`src/rtl/ps2_kbd_ctrl.sv`:
```
// ps2_kbd_ctrl -- PS/2 keyboard receive controller.
// The raw PS/2 clock and data pins are oversampled in the clk domain. The
// block assembles 11-bit frames and checks start, stop and odd parity. A
// sequencer folds E0/F0 prefix bytes into single key events. Events are
// buffered in a show-ahead FIFO and offered over a valid/ready handshake.
// Optional feature: define PS2_KBD_TIMEOUT_EN to abandon partial frames
// after TIMEOUT_CYCLES clk cycles with no PS/2 falling edge.
module ps2_kbd_ctrl #(
  parameter int FIFO_DEPTH     = 8,
  parameter int TIMEOUT_CYCLES = 50000
) (
  input  logic       clk,
  input  logic       reset,
  input  logic       ps2_clk,
  input  logic       ps2_data,
  output logic       evt_valid,
  input  logic       evt_ready,
  output logic [7:0] evt_code,
  output logic       evt_break,
  output logic       evt_ext,
  output logic       overflow,
  input  logic       clr_overflow,
  output logic [7:0] err_count
);

  localparam int AW = $clog2(FIFO_DEPTH);

  // Reject nonsensical configurations at elaboration time.
  if (FIFO_DEPTH < 2 || (FIFO_DEPTH & (FIFO_DEPTH - 1)) != 0 || TIMEOUT_CYCLES < 1) begin : g_bad_param
    $error("ps2_kbd_ctrl: FIFO_DEPTH must be a power of two >= 2 and TIMEOUT_CYCLES >= 1");
  end

  // Saturating increment for the rejected-frame counter.
  function automatic logic [7:0] sat_inc8(input logic [7:0] v);
    return (v == 8'hFF) ? v : v + 8'd1;
  endfunction

  // Frame check: f holds bits 0..9 (start, data[7:0], parity); stop is bit 10.
  // The XOR of the data bits and the parity bit must be 1 (odd parity).
  function automatic logic frame_ok(input logic [9:0] f, input logic stop);
    return (f[0] == 1'b0) && stop && (^f[9:1]);
  endfunction

  typedef enum logic [1:0] {
    S_IDLE    = 2'd0,
    S_EXT     = 2'd1,
    S_BRK     = 2'd2,
    S_EXT_BRK = 2'd3
  } state_t;

  logic [2:0]    clk_sync;
  logic [1:0]    data_sync;
  logic          strobe_p0;
  logic          bit_p0;
  logic [3:0]    bit_cnt;
  logic [9:0]    frame_p0;
  logic          byte_vld_p1;
  logic [7:0]    byte_p1;
  state_t        state;
  state_t        state_nxt;
  logic          push;
  logic          push_brk;
  logic          push_ext;
  logic          push_ok;
  logic          pop;
  logic          full;
  logic          empty;
  logic [AW:0]   wr_ptr;
  logic [AW:0]   rd_ptr;
  logic [9:0]    mem [FIFO_DEPTH];
  logic [9:0]    head;

`ifdef PS2_KBD_TIMEOUT_EN
  localparam int IW = $clog2(TIMEOUT_CYCLES + 1);
  logic [IW-1:0] idle_cnt;
`endif

  // ---- stage p0: pin synchronisers and falling-edge strobe ----

  // Shift the asynchronous pins into the clk domain; both idle high.
  always_ff @(posedge clk or posedge reset) begin
    if (reset) begin
      clk_sync  <= 3'b111;
      data_sync <= 2'b11;
    end else begin
      clk_sync  <= {clk_sync[1:0], ps2_clk};
      data_sync <= {data_sync[0], ps2_data};
    end
  end

  // Older sample high and newer sample low marks exactly one PS/2 falling edge.
  assign strobe_p0 = clk_sync[2] & ~clk_sync[1];
  assign bit_p0    = data_sync[1];

  // Capture frame bits 0..9 LSB first; the stop bit is checked live.
  always_ff @(posedge clk) begin
    if (strobe_p0 && bit_cnt != 4'd10) begin
      frame_p0[bit_cnt] <= bit_p0;
    end
  end

  // ---- stage p1: frame validation and byte strobe ----

  // Latch the data byte on the stop-bit strobe; qualified by byte_vld_p1.
  always_ff @(posedge clk) begin
    if (strobe_p0 && bit_cnt == 4'd10) begin
      byte_p1 <= frame_p0[8:1];
    end
  end

  // Bit counter, byte strobe, error counter and optional idle timeout.
  always_ff @(posedge clk or posedge reset) begin
    if (reset) begin
      bit_cnt     <= '0;
      byte_vld_p1 <= 1'b0;
      err_count   <= '0;
`ifdef PS2_KBD_TIMEOUT_EN
      idle_cnt    <= '0;
`endif
    end else begin
      byte_vld_p1 <= 1'b0;
      if (strobe_p0) begin
`ifdef PS2_KBD_TIMEOUT_EN
        idle_cnt <= '0;
`endif
        if (bit_cnt == 4'd10) begin
          bit_cnt <= '0;
          if (frame_ok(frame_p0, bit_p0)) begin
            byte_vld_p1 <= 1'b1;
          end else begin
            err_count <= sat_inc8(err_count);
          end
        end else begin
          bit_cnt <= bit_cnt + 4'd1;
        end
      end
`ifdef PS2_KBD_TIMEOUT_EN
      else if (bit_cnt != 4'd0) begin
        // A stalled partial frame is dropped so the next start bit resyncs.
        if (idle_cnt == IW'(TIMEOUT_CYCLES - 1)) begin
          bit_cnt   <= '0;
          idle_cnt  <= '0;
          err_count <= sat_inc8(err_count);
        end else begin
          idle_cnt <= idle_cnt + IW'(1);
        end
      end else begin
        idle_cnt <= '0;
      end
`endif
    end
  end

  // ---- stage p2: prefix sequencer and event FIFO ----

  // Sequencer state register.
  always_ff @(posedge clk or posedge reset) begin
    if (reset) begin
      state <= S_IDLE;
    end else begin
      state <= state_nxt;
    end
  end

  // Fold E0 (extended) and F0 (break) prefixes into the event that follows.
  always_comb begin
    state_nxt = state;
    push      = 1'b0;
    push_brk  = 1'b0;
    push_ext  = 1'b0;
    if (byte_vld_p1) begin
      unique case (state)
        S_IDLE: begin
          if (byte_p1 == 8'hE0) begin
            state_nxt = S_EXT;
          end else if (byte_p1 == 8'hF0) begin
            state_nxt = S_BRK;
          end else begin
            push = 1'b1;
          end
        end
        S_EXT: begin
          if (byte_p1 == 8'hF0) begin
            state_nxt = S_EXT_BRK;
          end else if (byte_p1 == 8'hE0) begin
            state_nxt = S_EXT;
          end else begin
            push      = 1'b1;
            push_ext  = 1'b1;
            state_nxt = S_IDLE;
          end
        end
        S_BRK: begin
          if (byte_p1 == 8'hF0) begin
            state_nxt = S_BRK;
          end else if (byte_p1 == 8'hE0) begin
            state_nxt = S_EXT_BRK;
          end else begin
            push      = 1'b1;
            push_brk  = 1'b1;
            state_nxt = S_IDLE;
          end
        end
        S_EXT_BRK: begin
          if (byte_p1 == 8'hE0 || byte_p1 == 8'hF0) begin
            state_nxt = S_EXT_BRK;
          end else begin
            push      = 1'b1;
            push_brk  = 1'b1;
            push_ext  = 1'b1;
            state_nxt = S_IDLE;
          end
        end
        default: state_nxt = S_IDLE;
      endcase
    end
  end

  // The extra pointer MSB separates full (MSBs differ) from empty (equal).
  assign empty   = (wr_ptr == rd_ptr);
  assign full    = (wr_ptr[AW] != rd_ptr[AW]) && (wr_ptr[AW-1:0] == rd_ptr[AW-1:0]);
  assign pop     = evt_valid & evt_ready;
  // A pop in the same cycle frees the slot the push is about to fill.
  assign push_ok = push & (~full | pop);

  // FIFO storage; entries are {break, ext, code}.
  always_ff @(posedge clk) begin
    if (push_ok) begin
      mem[wr_ptr[AW-1:0]] <= {push_brk, push_ext, byte_p1};
    end
  end

  // FIFO pointers and the sticky overflow flag (set wins over clear).
  always_ff @(posedge clk or posedge reset) begin
    if (reset) begin
      wr_ptr   <= '0;
      rd_ptr   <= '0;
      overflow <= 1'b0;
    end else begin
      if (push_ok) begin
        wr_ptr <= wr_ptr + 1'b1;
      end
      if (pop) begin
        rd_ptr <= rd_ptr + 1'b1;
      end
      if (push && !push_ok) begin
        overflow <= 1'b1;
      end else if (clr_overflow) begin
        overflow <= 1'b0;
      end
    end
  end

  // Show-ahead head: fields are meaningful only while evt_valid is high.
  assign head      = mem[rd_ptr[AW-1:0]];
  assign evt_valid = ~empty;
  assign evt_code  = head[7:0];
  assign evt_ext   = head[8];
  assign evt_break = head[9];

endmodule

```
`config.mk`:
```
export PLATFORM = sky130hd
export DESIGN_NAME = ps2_kbd_ctrl
export DESIGN_NICKNAME = d
export VERILOG_FILES = /design/src/rtl/ps2_kbd_ctrl.sv
export SDC_FILE = /design/constraint.sdc
export NUM_CORES = 1
export LEC_CHECK = 0
export ABC_AREA = 1
export CAP_MARGIN = 15
export CORE_ASPECT_RATIO = 1.25
export CORE_MARGIN = 4
export CORE_UTILIZATION = 45
export DETAILED_ROUTE_END_ITERATION = 10
export HOLD_SLACK_MARGIN = 0.08
export PLACE_DENSITY = 0.62
export RECOVER_POWER = 50
export SLEW_MARGIN = 0
export SYNTH_ARGS = -nofsm -noshare
export SYNTH_HDL_FRONTEND = slang
export SYNTH_SLANG_ARGS = --single-unit
```
`constraint.sdc`:
```
create_clock -name clk -period 3.9 [get_ports clk]
set_clock_uncertainty 0.1 [all_clocks]
set_input_delay 0.78 -clock clk [delete_from_list [all_inputs] [get_ports clk]]
set_output_delay 0.78 -clock clk [all_outputs]
set_load 0.005 [all_outputs]
```
Word level (Yosys, flattened, before mapping)
Memory sizes are Yosys's and may differ from the RTL's.
Cells that the tools add are included.
- logic and storage cells: 85
- memories: 1
- bits of input ports: 6
- bits in registers: 47
- memory bits (writable): 80
- memory list (name ; words ; width ; rd ports ; clocked after Yosys merged registers in ; wr ports ; RTL line ; text):
    mem ; 8 ; 10 ; 1 ; 0 ; 1 ; 70 ; logic [9:0] mem [FIFO_DEPTH];
- multiplexer cells: 30
- magnitude comparators: 2
- reduce and logical (&&, ||, !) cells: 15
- equal/unequal tests: 12
- add/subtract/negate cells: 4
- bitwise gates (word level): 10
- operators with widths (cell ; number):
    8-bit == test (second input constant) ; 3
    1-bit 2-to-1 mux ; 17
    4-bit by 1-bit adder with 4-bit output (second input constant) ; 3
    2-bit 2-to-1 mux ; 6
    10-bit bitwise mux ; 1
    9-bit XOR reduction ; 1
    8-bit by 1-bit adder with 8-bit output (second input constant) ; 1
    2-bit one-hot mux with 4 select lines ; 1
    1-bit logical AND ; 7
    1-bit NOT ; 6
    4-bit by 5-bit less-than comparator with 1-bit output (second input constant) ; 1
    1-bit demux with 4-bit select ; 1
    2-bit == test (second input constant) ; 2
    4-bit == test ; 1
    4-bit == test (second input constant) ; 1
    4-bit by 1-bit >= comparator with 1-bit output (second input constant) ; 1
    4-bit 2-to-1 mux ; 1
    4-bit inequality test (second input constant) ; 1
    1-bit one-hot mux with 2 select lines ; 2
    4-bit AND reduction ; 1
    1-bit AND ; 3
    3-bit == test ; 1
    3-bit inequality test (second input constant) ; 1
    1-bit one-hot mux with 3 select lines ; 1
    9 further kinds ; 9

Depth between registers and ports, before layout
Gate-level depths: netlist of the first run.
- word-level depth: 9
- gate-level depth with buffers: 13
- depth with buffers taken out: 12

Least setup slack after synthesis of the first run
OpenSTA, ideal clock, no wires.
- path type: register to register
- start point: register state[0]
- end point: memory mem[6][0], enable pin
- slack: 1.106 ns
- library setup time: 0.404 ns
- cell stages (with the launch flop): 8
- arrival: 2.291 ns
- path buffers: 1
- clock period less this slack: 2.794 ns
- cells stage by stage: dfrtp_1 inv_1 ha_1 nor3_1 nor3_1 nand2_2 buf_6 nor4_1
- cells in the longest elaborated chain, start to end: 7
- ends and longest elaborated chain (what ; RTL line ; text):
    start: declaration ; 59 ; state_t state;
    start signal: assignment ; 161 ; state <= state_nxt;
    2-bit == test / 2-bit by 1-bit == test with 1-bit output (equally long branches) ; 172 ; unique case (state)
    2-bit OR reduction (no line) ; -- ;
    1-bit one-hot mux with 3 select lines * ; 172 ;
    1-bit 2-to-1 mux * ; 171 ; if (byte_vld_p1) begin
    1-bit AND * ; 224 ; assign push_ok = push & (~full | pop);
    1-bit 2-to-1 mux * ; 228 ; if (push_ok) begin
    1-bit 2-to-1 mux (not written as such) * ; 229 ; mem[wr_ptr[AW-1:0]] <= {push_brk, push_ext, byte_p1};
    end: declaration ; 70 ;
Every way passes the cells marked *; elsewhere a longest branch is shown, timed or not.

Final worst setup path of the first run
- start point: register rd_ptr[1]
- end point: output evt_code[6]
- cells in the longest elaborated chain, start to end: 1
- ends and longest elaborated chain (what ; RTL line ; text):
    start: declaration ; 69 ; logic [AW:0] rd_ptr;
    start signal: assignment ; 244 ; rd_ptr <= rd_ptr + 1'b1;
    memory 8 x 10 bit ; -- ;
    end: declaration ; 18 ; output logic [7:0] evt_code,
No other way between the ends.

==> results of run 1 <==
==> layout by cell type, fill, tap and decap left out, types with 11 or more instances in the layout <==
cell             synthesis  routed
nor2_1                 113     114
edfxtp_1                98      98
nand2_1                 60      60
o21ai_0                 42      42
inv_1                   35      35
dfrtp_1                 24      24
clkdlybuf4s50_1          0      22
clkbuf_16                0      19
nand3_1                 17      17
nor3_1                  13      13
buf_4                    0      12
o22ai_1                 11      11
a31oi_1                 11      11
==> power breakdown <==
group / switching [mW] / internal [mW] / total, mW
combinational: 0.611 / 0.432 / 1.04
sequential: 0.0584 / 1.51 / 1.57
clock: 0.527 / 1.02 / 1.55
==> layout make-up <==
cell class | count | area share [%]
Sequential cell | 127 | 56.94
Inverter | 38 | 2.230
Multi-Input combinational cell | 309 | 23.11
Clock inverter | 4 | 0.6979
Timing Repair Buffer | 39 | 5.390
Clock buffer | 28 | 8.511
Tap cell | 161 | 3.121
==> sequential cells by signal (all words and copies together), names as in the netlist <==
register / cells
overflow: 1
byte_p1: 8
rd_ptr: 4
data_sync: 2
err_count: 8
mem: 80
state: 2
wr_ptr: 4
frame_p0: 10
clk_sync: 3
bit_cnt: 4
byte_vld_p1: 1
==> worst paths after layout <==
check,start,endpoint,slack (ns),cells past startpoint
setup reg to reg,rd_ptr[1]$_DFFE_PP0P_,mem[4][8]$_DFFE_PP_,1.26,8
hold reg to reg,clk_sync[0]$_DFF_PP1_,clk_sync[1]$_DFF_PP1_,0.26,0
hold / removal,clk_sync[0]$_DFF_PP1_,clk_sync[1]$_DFF_PP1_,0.26,0
setup / recovery,rd_ptr[1]$_DFFE_PP0P_,evt_code[6],0.53,6
max in group asynchronous,reset,byte_vld_p1$_DFF_PP0_,1.89,3
min in group asynchronous,reset,wr_ptr[3]$_DFFE_PP0P_,0.76,2
==> layer usage <==
metal	wire length [um]	share of wire, %	GRT usage [%]	up-vias
met4	193	1.7	7.774	0
li1	-	-	-	1778
met5	0	0	0	-
met2	5626	50	30.22	99
met1	4732	42	21.43	1735
met3	627	5.6	4.156	11
==> worst register-to-register path: cells and delay by family, from the launching register on <==
| family | cells | cell delay [ns] |
|---|---|---|
| AND/OR/NAND/NOR | 6 | 1.05 |
| flip-flops | 1 | 0.38 |
| buffers and inverters | 2 | 0.82 |
==> cells in the mapped netlist (2+ instances only) <==
| cell | number | share of area [%] |
|---|---|---|
| xor2_1 | 10 | 1.6 |
| nand2_1 | 60 | 4.2 |
| o21ai_0 | 42 | 3.9 |
| nand3_1 | 17 | 1.6 |
| nor3_1 | 13 | 1.2 |
| nor2_1 | 113 | 7.9 |
| buf_6 | 2 | 0.42 |
| inv_1 | 35 | 2.4 |
| o22ai_1 | 11 | 1.3 |
| edfxtp_1 | 98 | 55 |
| inv_2 | 2 | 0.14 |
| ha_1 | 8 | 1.9 |
| dfrtp_1 | 24 | 11 |
| nand4_1 | 10 | 1.2 |
| a21oi_1 | 6 | 0.56 |
| dfstp_2 | 5 | 2.4 |
| clkbuf_1 | 15 | 1.0 |
| xnor2_1 | 2 | 0.33 |
| a31oi_1 | 11 | 1.3 |
==> metrics by stage <==
stage                     util [%]  power (mW)  setup slack, ns  cells
after floorplan                  -       2.259            1.106    492
after global placement       50.23       2.634           0.9807    673
after detailed placement     50.23       2.650           0.9430    673
after CTS                    55.32       4.196           0.5072    705
after global routing         55.30       4.400           0.3546    706
final                        55.30       4.160           0.5251    706
==> cell families (layout without fill, tap and decap cells) <==
family / Yosys count / after routing / share of synthesized area (%)
AOI/OAI and AO/OA: 72 / 72 / 7.266
xor gates and xnor gates: 12 / 12 / 1.950
and+or+nand+nor: 217 / 217 / 16.53
adders and majority gates: 8 / 8 / 1.857
DFF: 127 / 127 / 68.18
buffers and inverters: 56 / 109 / 4.225
==> run_results.csv, run 1 <==
group,metric,value,unit
run,cap_violations,0,
power_and_ir_drop,p_per_area,644.6,nW/um^2
logic_synthesis,synth_cell_type_count,27,
grt,grt-ovfl-total,0,
logic_synthesis,synth_warnings,0,
die,die_width,105.9,um
clock_network,ctsHtreeMaxLevel,4,
detailed_routing,wl_per_cell,15.83,um
setup_path,critPathCaptureType,"output port",
clock_network,root_buffer,"clkbuf_16",
logic_synthesis,ys.flop_type,"edfxtp_1",
setup_path,max_stage_delay,0.55,ns
sta,worst_pin_slew,1.008,ns
setup_path,crit_chain,"inv_1 > o21ai_0 > o22ai_1 > nor2_1 > a31oi_1 > clkdlybuf4s50_1",
sta,rsz0062_at_grt,"false",
detailed_routing,vias,3623,
die,io_pins,26,
detailed_routing,ant_nets,0,
worst_hold_path,hold_class,"reg -> reg",
finish,antennaDiodeCount,0,
finish,final_area,6454,um^2
logic_synthesis,synth_nets,506,
grt,grt_pass1_wl,18570,um
clock_network,cts_resized,0,
setup_path,cp_max_fo,22,
grt,grt_pass1_vias,3784,
power_and_ir_drop,leakage,2.487,nW
setup_path,crit_path_start_kind,"register",
clock_network,clock-sinks,127,
clock_network,numCtsBuffers,17,
clock_network,cts_setup_buffers,0,
die,core_area,11670,um^2
die,dieArea,13800,um^2
logic_synthesis,avgSynthCellArea,10.96,um^2
logic_synthesis,ys_async_sr_fraction,22.83,%
finish,layout-drive-gt1-share,9.174,%
die,die_height,130.4,um
sta,setup_viol,0,
placement,placed_area,5862,um^2
grt,grt_start_max_net_pins,44,
die,initial_core_util,46.18,%
placement,dp_hpwl,7276,um
setup_path,cp_top_family,"buffers and inverters",
clock_network,ctsLongestPathBuffers,2,
sta,setup_tns,0,ns
sta,post-route-period-util,86.54,%
detailed_routing,drt-total-wl,11180,um
sta,layout_min_cycle_time,3.375,ns
power_and_ir_drop,irDropWorstVdd,0.3502,mV
finish,seq_area,3675,um^2
detailed_routing,drc_errors,0,
logic_synthesis,synth-seq-cells,127,
setup_path,critPathKind,"reg -> out",
detailed_routing,drtPass1Iterations,4,
sta,maxClockFrequency,296.3,MHz
sta,slew_viol_final,0,
detailed_routing,drt-initial-drc-count,196,
grt,grt_use_total,17.63,%
setup_path,required,3.02,ns
clock_network,cts_tree,"built",
sta,relSlewSlack,32.26,%
placement,io_buffer_count,25,
logic_synthesis,seq_area_frac_synth,68.18,%
logic_synthesis,synth_cells,492,
finish,fillCellCount,1014,
setup_path,cp_slowest_cell,"inv_1",
die,placement_rows,44,
run_status,outcome,"finished, final reports clean",
clock_network,holdBufCountCts,0,
sta,hold_viol,0,
logic_synthesis,syn_area,5390,um^2
clock_network,clkTransAtPathRegs,0.05,ns
logic_synthesis,synth-edff-count,98,
detailed_routing,vias_per_cell,5.132,
finish,multi_input_area,1491,um^2
finish,layout.nets,546,
clock_network,insertion_delay,0.41,ns
setup_path,cp_data_arrival_time,2.49,ns
sta,holdWs,0.2571,ns
grt,antenna_found_initial,0,
setup_path,critPathBufInv,2,
finish,area_growth,19.73,%
placement,gp_congestion,0.8524,
No activity file was read; power rests on OpenSTA's default activity.
==> run 2, diff against run 1 <==
- CTS_CLUSTER_SIZE: not set -> 10
- PLACE_DENSITY: 0.62 -> 0.65
- clock period: 3.9 -> 3.1 ns (I/O delays scaled with it)
==> run 2 against run 1 <==
Cell area fell by 0.31%. Largest power group unchanged. Largest cell class unchanged. Clock power increased by 14%. Register-to-register slack lost 0.58 ns. Total power rose by 23%. Global-route usage is 0.58 points lower. Utilization down 0.17 points. Hold slack hardly changed. Critical endpoint is now evt_break. Critical path depth is 1 higher.
==> run_results.csv, run 2 (synthesized netlist as in run 1, its figures left out) <==
group,metric,value,unit
run_status,outcome,"finished, final reports clean",
die,dieArea,13800,um^2
placement,placed_area,5907,um^2
detailed_routing,drc_errors,0,
setup_path,critPathKind,"reg -> out",
grt,grt_start_max_net_pins,24,
power_and_ir_drop,irDropWorstVdd,0.4712,mV
die,core_area,11670,um^2
die,placement_rows,44,
power_and_ir_drop,p_per_area,794.9,nW/um^2
sta,worst_pin_slew,1.368,ns
setup_path,cp_top_family,"buffers and inverters",
run,cap_violations,0,
placement,dp_hpwl,7373,um
sta,post-route-period-util,95.27,%
clock_network,numCtsBuffers,17,
grt,grt_pass1_wl,17770,um
sta,setup_tns,0,ns
finish,layout-drive-gt1-share,10.18,%
sta,slew_viol_final,0,
finish,seq_area,3676,um^2
finish,final_area,6434,um^2
clock_network,clock-sinks,127,
die,initial_core_util,46.18,%
sta,rsz0062_at_grt,"false",
placement,dp_cells,679,
sta,maxClockFrequency,338.6,MHz
clock_network,holdBufCountCts,0,
detailed_routing,topRoutingLayerUsed,"met4",
clock_network,insertion_delay,0.40,ns
finish,antennaDiodeCount,0,
clock_network,cts_tree,"built",
sta,layout_min_cycle_time,2.953,ns
detailed_routing,ant_nets,0,
setup_path,r2r_slack,0.68,ns
setup_path,critPathBufInv,3,
die,die_width,105.9,um
power_and_ir_drop,leakage,2.484,nW
sta,setup_viol,0,
setup_path,cp_data_arrival_time,2.23,ns
placement,io_buffer_count,25,
detailed_routing,met2_length,5879,um
finish,layout.nets,551,
setup_path,crit_path_start_kind,"register",
grt,grt-ovfl-total,0,
sta,hold_viol,0,
finish,fin_util,55.12,%
clock_network,root_buffer,"clkbuf_16",
finish,largest_reg_flops,80,
detailed_routing,drtPass1Iterations,5,
detailed_routing,wl_per_cell,15.69,um
setup_path,cp_max_fo,10,
setup_path,crit_chain,"inv_1 > buf_4 > o21ai_0 > o22ai_1 > nor2_1 > a31oi_1 > clkdlybuf4s50_1",
sta,relSlewSlack,8.794,%
setup_path,critPathCaptureType,"output port",
detailed_routing,vias_per_cell,5.163,
detailed_routing,drt-initial-drc-count,207,
detailed_routing,vias,3671,
grt,grt_use_total,17.05,%
die,die_height,130.4,um
setup_path,max_stage_delay,0.56,ns
finish,area_growth,19.36,%
detailed_routing,routed-wl-met3,443,um
placement,pre_cts_slack,0.5123,ns
clock_network,ctsLongestPathBuffers,2,
die,io_pins,26,
detailed_routing,drt-total-wl,11160,um
power_and_ir_drop,finalPower,5.114,mW
setup_path,required,2.38,ns
worst_hold_path,hold_class,"reg -> reg",
clock_network,clkTransAtPathRegs,0.05,ns
grt,grt_pass1_vias,3641,
finish,finalNonFillerCells,711,
clock_network,cts_setup_buffers,0,
sta,holdWs,0.2573,ns
finish,layout_common_cells,"nor2_1, edfxtp_1, nand2_1, o21ai_0, inv_1",
sta,setup_ws,0.1468,ns
detailed_routing,met1Wirelength,4620,um
finish,layout_commonest_cell,"nor2_1",
clock_network,ctsHtreeMaxLevel,4,
finish,fillCellCount,1003,
clock_network,cts_resized,0,
grt,antenna_found_initial,0,
placement,gp_congestion,0.8630,
finish,multi_input_area,1491,um^2
setup_path,cp_slowest_cell,"clkdlybuf4s50_1",
-- run 2: per-layer routing --
metal  up-vias  GRT usage (%)
li1       1781              -
met1      1769          19.04
met2       103          31.19
met3        18          3.018
met4         0          8.994
met5         -              0
-- run 2: worst paths after layout --
| check | startpoint | end | cells past startpoint |
|---|---|---|---|
| max | rd_ptr[1]$_DFFE_PP0P_ | evt_break | 7 |
| min | clk_sync[0]$_DFF_PP1_ | clk_sync[1]$_DFF_PP1_ | 0 |
| max reg2reg | byte_p1[3]$_DFFE_PP_ | mem[4][0]$_DFFE_PP_ | 8 |
| min reg2reg | clk_sync[0]$_DFF_PP1_ | clk_sync[1]$_DFF_PP1_ | 0 |
| max in group asynchronous | reset | rd_ptr[1]$_DFFE_PP0P_ | 3 |
| min in group asynchronous | reset | state[0]$_DFFE_PP0P_ | 2 |
-- run 2: layout make-up --
type	instances	share of cell area, %
clock buffers	25	7.721
clock inverters	7	0.5640
inverters	38	2.275
multi-input cells	309	23.18
flip-flops and latches	127	57.14
well taps	161	3.131
repair buffers	44	5.990
-- run 2: where the power goes --
group / switching, mW / total [mW] / internal (mW)
clock: 0.667 / 1.77 / 1.10
sequential: 0.0919 / 2.00 / 1.90
combinational: 0.754 / 1.35 / 0.593
total: 1.51 / 5.11 / 3.60
